## src/rtl/mips_cpu_pkg.sv

```systemverilog
// Shared MIPS CPU definitions: memory-instruction opcodes, LSU state encoding and the Avalon request payload.
package mips_cpu_pkg;

    localparam int unsigned OPCODE_W = 6;
    localparam int unsigned DATA_W   = 32;
    localparam int unsigned BE_W     = DATA_W / 8;

    localparam logic [OPCODE_W-1:0] OP_LB  = 6'b100000;
    localparam logic [OPCODE_W-1:0] OP_LH  = 6'b100001;
    localparam logic [OPCODE_W-1:0] OP_LWL = 6'b100010;
    localparam logic [OPCODE_W-1:0] OP_LW  = 6'b100011;
    localparam logic [OPCODE_W-1:0] OP_LBU = 6'b100100;
    localparam logic [OPCODE_W-1:0] OP_LHU = 6'b100101;
    localparam logic [OPCODE_W-1:0] OP_LWR = 6'b100110;
    localparam logic [OPCODE_W-1:0] OP_SB  = 6'b101000;
    localparam logic [OPCODE_W-1:0] OP_SH  = 6'b101001;
    localparam logic [OPCODE_W-1:0] OP_SW  = 6'b101011;

    typedef enum logic [1:0] {
        LSU_IDLE = 2'd0,
        LSU_BUS  = 2'd1,
        LSU_DONE = 2'd2
    } lsu_state_t;

    typedef struct packed {
        logic [DATA_W-1:0] address;
        logic              read;
        logic              write;
        logic [DATA_W-1:0] writedata;
        logic [BE_W-1:0]   byteenable;
    } avm_req_t;

endpackage

```

## src/rtl/mips_cpu_lsu_lane.sv

```systemverilog
// Combinational lane mapper: opcode + byte offset -> byteenable, replicated store data, extracted load lanes.
// MIPS_LSU_ALIGN_CHECK_EN enables misalignment detection; otherwise low address bits are ignored for halfword/word.
module mips_cpu_lsu_lane
    import mips_cpu_pkg::*;
(
    input  logic [OPCODE_W-1:0] opcode,
    input  logic [1:0]          offset,
    input  logic [DATA_W-1:0]   storedata,
    input  logic [DATA_W-1:0]   readdata,
    output logic                is_load_c,
    output logic                is_store_c,
    output logic                misaligned_c,
    output logic [BE_W-1:0]     byteenable_c,
    output logic [DATA_W-1:0]   writedata_c,
    output logic [DATA_W-1:0]   load_data_c
);

    logic [1:0] half_off;

    always_comb begin
        half_off     = {offset[1], 1'b0};
        is_load_c    = 1'b0;
        is_store_c   = 1'b0;
        misaligned_c = 1'b0;
        byteenable_c = '0;
        writedata_c  = '0;
        load_data_c  = '0;
        unique case (opcode)
            OP_LB, OP_LBU: begin
                is_load_c    = 1'b1;
                byteenable_c = 4'b1111;
                load_data_c  = {24'd0, readdata[{offset, 3'b000} +: 8]};
            end
            OP_LH, OP_LHU: begin
                is_load_c    = 1'b1;
                byteenable_c = 4'b1111;
                load_data_c  = {16'd0, readdata[{half_off, 3'b000} +: 16]};
`ifdef MIPS_LSU_ALIGN_CHECK_EN
                misaligned_c = offset[0];
`endif
            end
            OP_LW: begin
                is_load_c    = 1'b1;
                byteenable_c = 4'b1111;
                load_data_c  = readdata;
`ifdef MIPS_LSU_ALIGN_CHECK_EN
                misaligned_c = |offset;
`endif
            end
            // Unaligned word loads hand the raw word to the regfile, which merges by address.
            OP_LWL, OP_LWR: begin
                is_load_c    = 1'b1;
                byteenable_c = 4'b1111;
                load_data_c  = readdata;
            end
            OP_SB: begin
                is_store_c   = 1'b1;
                byteenable_c = 4'b0001 << offset;
                writedata_c  = {4{storedata[7:0]}};
            end
            OP_SH: begin
                is_store_c   = 1'b1;
                byteenable_c = 4'b0011 << half_off;
                writedata_c  = {2{storedata[15:0]}};
`ifdef MIPS_LSU_ALIGN_CHECK_EN
                misaligned_c = offset[0];
`endif
            end
            OP_SW: begin
                is_store_c   = 1'b1;
                byteenable_c = 4'b1111;
                writedata_c  = storedata;
`ifdef MIPS_LSU_ALIGN_CHECK_EN
                misaligned_c = |offset;
`endif
            end
            default: ;
        endcase
    end

endmodule

```

## src/rtl/mips_cpu_lsu.sv

```systemverilog
// Load/store unit: one memory instruction at a time over a waitrequest-honouring Avalon master port.
// Optional MIPS_LSU_ALIGN_CHECK_EN (in mips_cpu_lsu_lane) flags misaligned accesses without a bus cycle.
module mips_cpu_lsu
    import mips_cpu_pkg::*;
#(
    parameter int unsigned MAX_WAIT = 0
) (
    input  logic                clk,
    input  logic                reset_n,
    input  logic                start,
    input  logic [OPCODE_W-1:0] opcode,
    input  logic [DATA_W-1:0]   addr,
    input  logic [DATA_W-1:0]   storedata,
    output logic                ready,
    output logic                done,
    output logic                regwrite,
    output logic [DATA_W-1:0]   load_data,
    output logic [OPCODE_W-1:0] load_opcode,
    output logic                addr_error,
    output logic                bus_error,
    output logic [DATA_W-1:0]   avm_address,
    output logic                avm_read,
    output logic                avm_write,
    output logic [DATA_W-1:0]   avm_writedata,
    output logic [BE_W-1:0]     avm_byteenable,
    input  logic [DATA_W-1:0]   avm_readdata,
    input  logic                avm_waitrequest
);

    localparam int unsigned CNT_W = (MAX_WAIT > 1) ? $clog2(MAX_WAIT) : 1;
    localparam logic [CNT_W-1:0] CNT_LAST = CNT_W'(MAX_WAIT - 1);

    lsu_state_t          state_q, state_d;
    avm_req_t            avm_req_q, avm_req_d;
    logic [OPCODE_W-1:0] op_q, op_d;
    logic [1:0]          off_q, off_d;
    logic                is_load_q, is_load_d;
    logic [CNT_W-1:0]    wait_cnt_q, wait_cnt_d;
    logic                ready_q, ready_d;
    logic                done_q, done_d;
    logic                regwrite_q, regwrite_d;
    logic [DATA_W-1:0]   load_data_q, load_data_d;
    logic                addr_error_q, addr_error_d;
    logic                bus_error_q, bus_error_d;

    logic [OPCODE_W-1:0] lane_op;
    logic [1:0]          lane_off;
    logic                lane_is_load, lane_is_store, lane_misaligned;
    logic [BE_W-1:0]     lane_be;
    logic [DATA_W-1:0]   lane_wdata, lane_rdata;

    // In IDLE the lane mapper sees the incoming request; afterwards it sees the latched one.
    assign lane_op  = (state_q == LSU_IDLE) ? opcode    : op_q;
    assign lane_off = (state_q == LSU_IDLE) ? addr[1:0] : off_q;

    mips_cpu_lsu_lane u_lane (
        .opcode       (lane_op),
        .offset       (lane_off),
        .storedata    (storedata),
        .readdata     (avm_readdata),
        .is_load_c    (lane_is_load),
        .is_store_c   (lane_is_store),
        .misaligned_c (lane_misaligned),
        .byteenable_c (lane_be),
        .writedata_c  (lane_wdata),
        .load_data_c  (lane_rdata)
    );

    always_comb begin
        state_d      = state_q;
        avm_req_d    = avm_req_q;
        op_d         = op_q;
        off_d        = off_q;
        is_load_d    = is_load_q;
        wait_cnt_d   = wait_cnt_q;
        done_d       = 1'b0;
        regwrite_d   = 1'b0;
        load_data_d  = '0;
        addr_error_d = 1'b0;
        bus_error_d  = 1'b0;
        unique case (state_q)
            LSU_IDLE: begin
                if (start && (lane_is_load || lane_is_store)) begin
                    op_d       = opcode;
                    off_d      = addr[1:0];
                    is_load_d  = lane_is_load;
                    wait_cnt_d = '0;
                    if (lane_misaligned) begin
                        state_d      = LSU_DONE;
                        done_d       = 1'b1;
                        addr_error_d = 1'b1;
                    end else begin
                        state_d              = LSU_BUS;
                        avm_req_d.address    = {addr[31:2], 2'b00};
                        avm_req_d.read       = lane_is_load;
                        avm_req_d.write      = lane_is_store;
                        avm_req_d.writedata  = lane_wdata;
                        avm_req_d.byteenable = lane_be;
                    end
                end
            end
            LSU_BUS: begin
                if (!avm_waitrequest) begin
                    state_d         = LSU_DONE;
                    avm_req_d.read  = 1'b0;
                    avm_req_d.write = 1'b0;
                    done_d          = 1'b1;
                    regwrite_d      = is_load_q;
                    if (is_load_q) begin
                        load_data_d = lane_rdata;
                    end
                end else if (MAX_WAIT != 0) begin
                    // Abort once the slave has stalled for MAX_WAIT consecutive cycles.
                    if (wait_cnt_q == CNT_LAST) begin
                        state_d         = LSU_DONE;
                        avm_req_d.read  = 1'b0;
                        avm_req_d.write = 1'b0;
                        done_d          = 1'b1;
                        bus_error_d     = 1'b1;
                    end else begin
                        wait_cnt_d = wait_cnt_q + CNT_W'(1);
                    end
                end
            end
            LSU_DONE: begin
                state_d = LSU_IDLE;
            end
            default: begin
                state_d = LSU_IDLE;
            end
        endcase
        ready_d = (state_d == LSU_IDLE);
    end

    always_ff @(posedge clk) begin
        if (!reset_n) begin
            state_q      <= LSU_IDLE;
            avm_req_q    <= '0;
            op_q         <= '0;
            off_q        <= '0;
            is_load_q    <= 1'b0;
            wait_cnt_q   <= '0;
            ready_q      <= 1'b1;
            done_q       <= 1'b0;
            regwrite_q   <= 1'b0;
            load_data_q  <= '0;
            addr_error_q <= 1'b0;
            bus_error_q  <= 1'b0;
        end else begin
            state_q      <= state_d;
            avm_req_q    <= avm_req_d;
            op_q         <= op_d;
            off_q        <= off_d;
            is_load_q    <= is_load_d;
            wait_cnt_q   <= wait_cnt_d;
            ready_q      <= ready_d;
            done_q       <= done_d;
            regwrite_q   <= regwrite_d;
            load_data_q  <= load_data_d;
            addr_error_q <= addr_error_d;
            bus_error_q  <= bus_error_d;
        end
    end

    assign ready          = ready_q;
    assign done           = done_q;
    assign regwrite       = regwrite_q;
    assign load_data      = load_data_q;
    assign load_opcode    = op_q;
    assign addr_error     = addr_error_q;
    assign bus_error      = bus_error_q;
    assign avm_address    = avm_req_q.address;
    assign avm_read       = avm_req_q.read;
    assign avm_write      = avm_req_q.write;
    assign avm_writedata  = avm_req_q.writedata;
    assign avm_byteenable = avm_req_q.byteenable;

endmodule

```

## config.mk

```make
export PLATFORM = sky130hd
export DESIGN_NAME = mips_cpu_lsu
export DESIGN_NICKNAME = d
export VERILOG_FILES = /design/src/rtl/mips_cpu_pkg.sv /design/src/rtl/mips_cpu_lsu_lane.sv /design/src/rtl/mips_cpu_lsu.sv
export SDC_FILE = /design/constraint.sdc
export NUM_CORES = 1
export LEC_CHECK = 0
export ABC_AREA = 1
export ABC_CLOCK_PERIOD_IN_PS = 2500
export BUFFER_PORTS_ARGS = -buffer_cell sky130_fd_sc_hd__buf_2
export CAP_MARGIN = 20
export CORE_MARGIN = 1.5
export CORE_UTILIZATION = 45
export CTS_CLUSTER_SIZE = 30
export DETAILED_ROUTE_END_ITERATION = 12
export PLACE_DENSITY = 0.81
export SYNTH_ARGS = -nofsm -noshare
export SYNTH_HDL_FRONTEND = slang
export SYNTH_SLANG_ARGS = --single-unit
```

## constraint.sdc

```tcl
create_clock -name clk -period 2.5 [get_ports clk]
set_clock_uncertainty 0.1 [all_clocks]
set_input_delay 0.25 -clock clk [delete_from_list [all_inputs] [get_ports clk]]
set_output_delay 0.25 -clock clk [all_outputs]
set_load 0.01 [all_outputs]
```

==> reports/qor.csv <==
metric,value,unit
crit_top_cell,nand2_1,
pre_cts_ws,125.7,ps
end_kind,flip-flop,
rows,37,
start_kind,flip-flop,
swShare,0.2701,
internal_power,3.851,mW
hold_violations,0,
setup_viol,0,
firstDrtPassIters,5,
synth_area_leader_cell,dfxtp_1,
via_count,5745,
cts_tree,built,
wl_per_cell,14.37,um
h-tree-depth,4,
fillers,759,
drtAntennaViolNets,0,
fmax,443.7,MHz
drc,0,
syn_area,4893,um2
period_share,0.9014,
ys_ff_latch,114,
grt_max_degree,63,
vdd_drop_max,0.0004746,V
viasPerCell,5.017,
cts.clk_slew.worst_paths,60,ps
cts-root-buf,clkbuf_8,
numPortBuffers,214,
ys_seq_area_frac,0.4664,
min_period,2254,ps
critical_path_arrival,2600,ps
synth_edf_count,0,
start_util,0.4698,
power_frac_comb,0.140,
area_delta_synth_final,54.44,%
setup-tns-final,0,ps
clkPwrFrac,0.496,
grt-ovfl-total,0,
synth_cells,695,
cp_cell_sequence,"nor2_2, buf_4, nand2_1, nand2_2, nor2_1, buf_4, nand2_1, nand2_2, nand2_4, nand2_8, buf_12, nand2_1, a21oi_1",
rsz0062_at_grt,false,
syn_area_per_cell,7.041,um2
yosys.cell_count.top_type,nand2_1,
synthArstFlopShare,0,
drtIter0Drc,442,
critPathTopFamily,simple AND/OR/NAND/NOR gates,
die_y,107.3,um
grt_pass1_vias,5395,
cts_buffers,17,
crit_path_top_delay_cell,dfxtp_1,
hp-class,primary input to flip-flop,
slew_headroom,0.5586,
outcome,"complete, no violations",
cp.required,2840,ps
worst-path-buf-inv,3,
gp_congestion,0.8440,
clock-sinks,114,
clockBufferDepth,2,
grt_pass1_wl,25.48,mm
clock_latency,520,ps
power_frac_seq,0.364,
drive_gt1_frac,0.2788,
die_area,11510,um2
max_cap_viol_count,0,
synth_cell_types,28,
layout.nets,1101,
critical-path-max-stage-delay,400,ps
layout_setup_ws,246.4,ps
cp_max_fo,35,
wirelength,16.45,mm
crit_type,flip-flop to flip-flop,
synth_commonest_cells,"nand2_1, dfxtp_1, a21oi_1, nand3_1",
core,10420,um2
power.leakage,3.760,nW
postCtsSetupRepairBufs,0,
slew_violations,0,
powerDensity,698.2,nW/um2
dp_hpwl,10.03,mm
synth_area_leaders,"dfxtp_1, nand2_1, a21oi_1",
finalPower,5.276,mW
switchingPower,1.425,mW
synth_ff_type,dfxtp_1,
ys_warn_count,0,
synth_top_area_frac,0.4664,
die_w,107.3,um
ios,219,
grt_antenna_before_repair,1,
gr-usage-all-layers,0.2840,
tightest_slew,662.0,ps
worst paths after layout:
kind                                               startpoint                             end  slack [ps]  cells after the start
worst min register to register  avm_writedata[4]$_SDFFE_PN0P_   avm_writedata[4]$_SDFFE_PN0P_         360                      2
worst min-delay path                            storedata[27]  avm_writedata[27]$_SDFFE_PN0P_          20                      5
worst max-delay path                    state_q[1]$_SDFF_PN0_    avm_address[30]$_SDFFE_PN0P_         250                     13
worst max register to register          state_q[1]$_SDFF_PN0_    avm_address[30]$_SDFFE_PN0P_         250                     13
registers in the layout, summed over array words and instances (netlist names), 2 cells and up:
register        cells
avm_address        30
avm_byteenable      4
avm_writedata      32
load_data          32
load_opcode         6
off_q               2
state_q             2
routing by layer:
layer / vias up / share of wire / global-route usage
li1: 2816 / - / -
met1: 2565 / 0.39 / 0.3280
met2: 319 / 0.49 / 0.4854
met3: 45 / 0.089 / 0.08354
met4: 0 / 0.032 / 0.1238
met5: - / 0 / 0
per-stage QoR:
| step | instance area (um2) | hold slack, ps | utilization | std cells |
|---|---|---|---|---|
| floorplan | 4905 | 276.1 | - | 698 |
| global placement | 6011 | 346.2 | 0.5771 | 1022 |
| detailed placement | 6011 | 348.1 | 0.5771 | 1022 |
| CTS | 7545 | 4.968 | 0.7243 | 1144 |
| global route | 7557 | 23.93 | 0.7255 | 1145 |
| finish | 7557 | 15.76 | 0.7255 | 1145 |
timing repair:
item	4_1_cts	5_1_grt
setup endpoints to repair	0	63
gates resized for setup	0	5
hold buffers	90	0
hold endpoints to repair	90	0
worst register-to-register path, delay by kind of cell (launching register included):
family                 cells  cell delay (ps)
AOI/OAI and AO/OA          1              160
buffers and inverters      3              590
DFF                        1              400
and+or+nand+nor            9              940
cell type report:
class / count / area [um2] / share of cell area
tap: 136 / 170.2 / 0.02252
clock buffer: 17 / 414.1 / 0.05480
multi-input combinational: 492 / 2167 / 0.2868
antenna: 1 / 2.502 / 0.0003311
clock inverter: 15 / 219.0 / 0.02897
timing repair buffer: 320 / 2105 / 0.2785
inverter: 50 / 197.7 / 0.02616
sequential: 114 / 2282 / 0.3020
power groups by stage:
stage	registers [mW]	clock network, mW	logic (mW)
6_report	1.92	2.61	0.740
5_1_grt	1.93	2.73	0.814
4_1_cts	1.92	2.63	0.721
3_5_place_dp	1.96	0	0.610
3_3_place_gp	1.96	0	0.603
2_1_floorplan	1.98	0	0.363
layout by cell type (no fill, tap or decap), drive strengths merged, types with 16 or more instances in the layout:
master | Yosys | layout
inv | 50 | 57
nor3 | 16 | 16
dlygate4sd3 | 0 | 90
a21oi | 67 | 67
nand2 | 262 | 262
buf | 28 | 230
nor2 | 49 | 49
clkbuf | 14 | 17
o21ai | 31 | 31
dfxtp | 114 | 114
nand3 | 52 | 52
cells by family (layout without fill, tap and decap cells):
kind of cell / after synthesis / count (layout) / synth area share
flip-flops: 114 / 114 / 0.4664
AND/OR/NAND/NOR: 387 / 387 / 0.3319
AO/OA/AOI/OAI: 101 / 101 / 0.1074
other: 1 / 5 / 0.0007663
buffers and inverters: 92 / 402 / 0.09358
No activity file was read; power rests on OpenSTA's default activity.
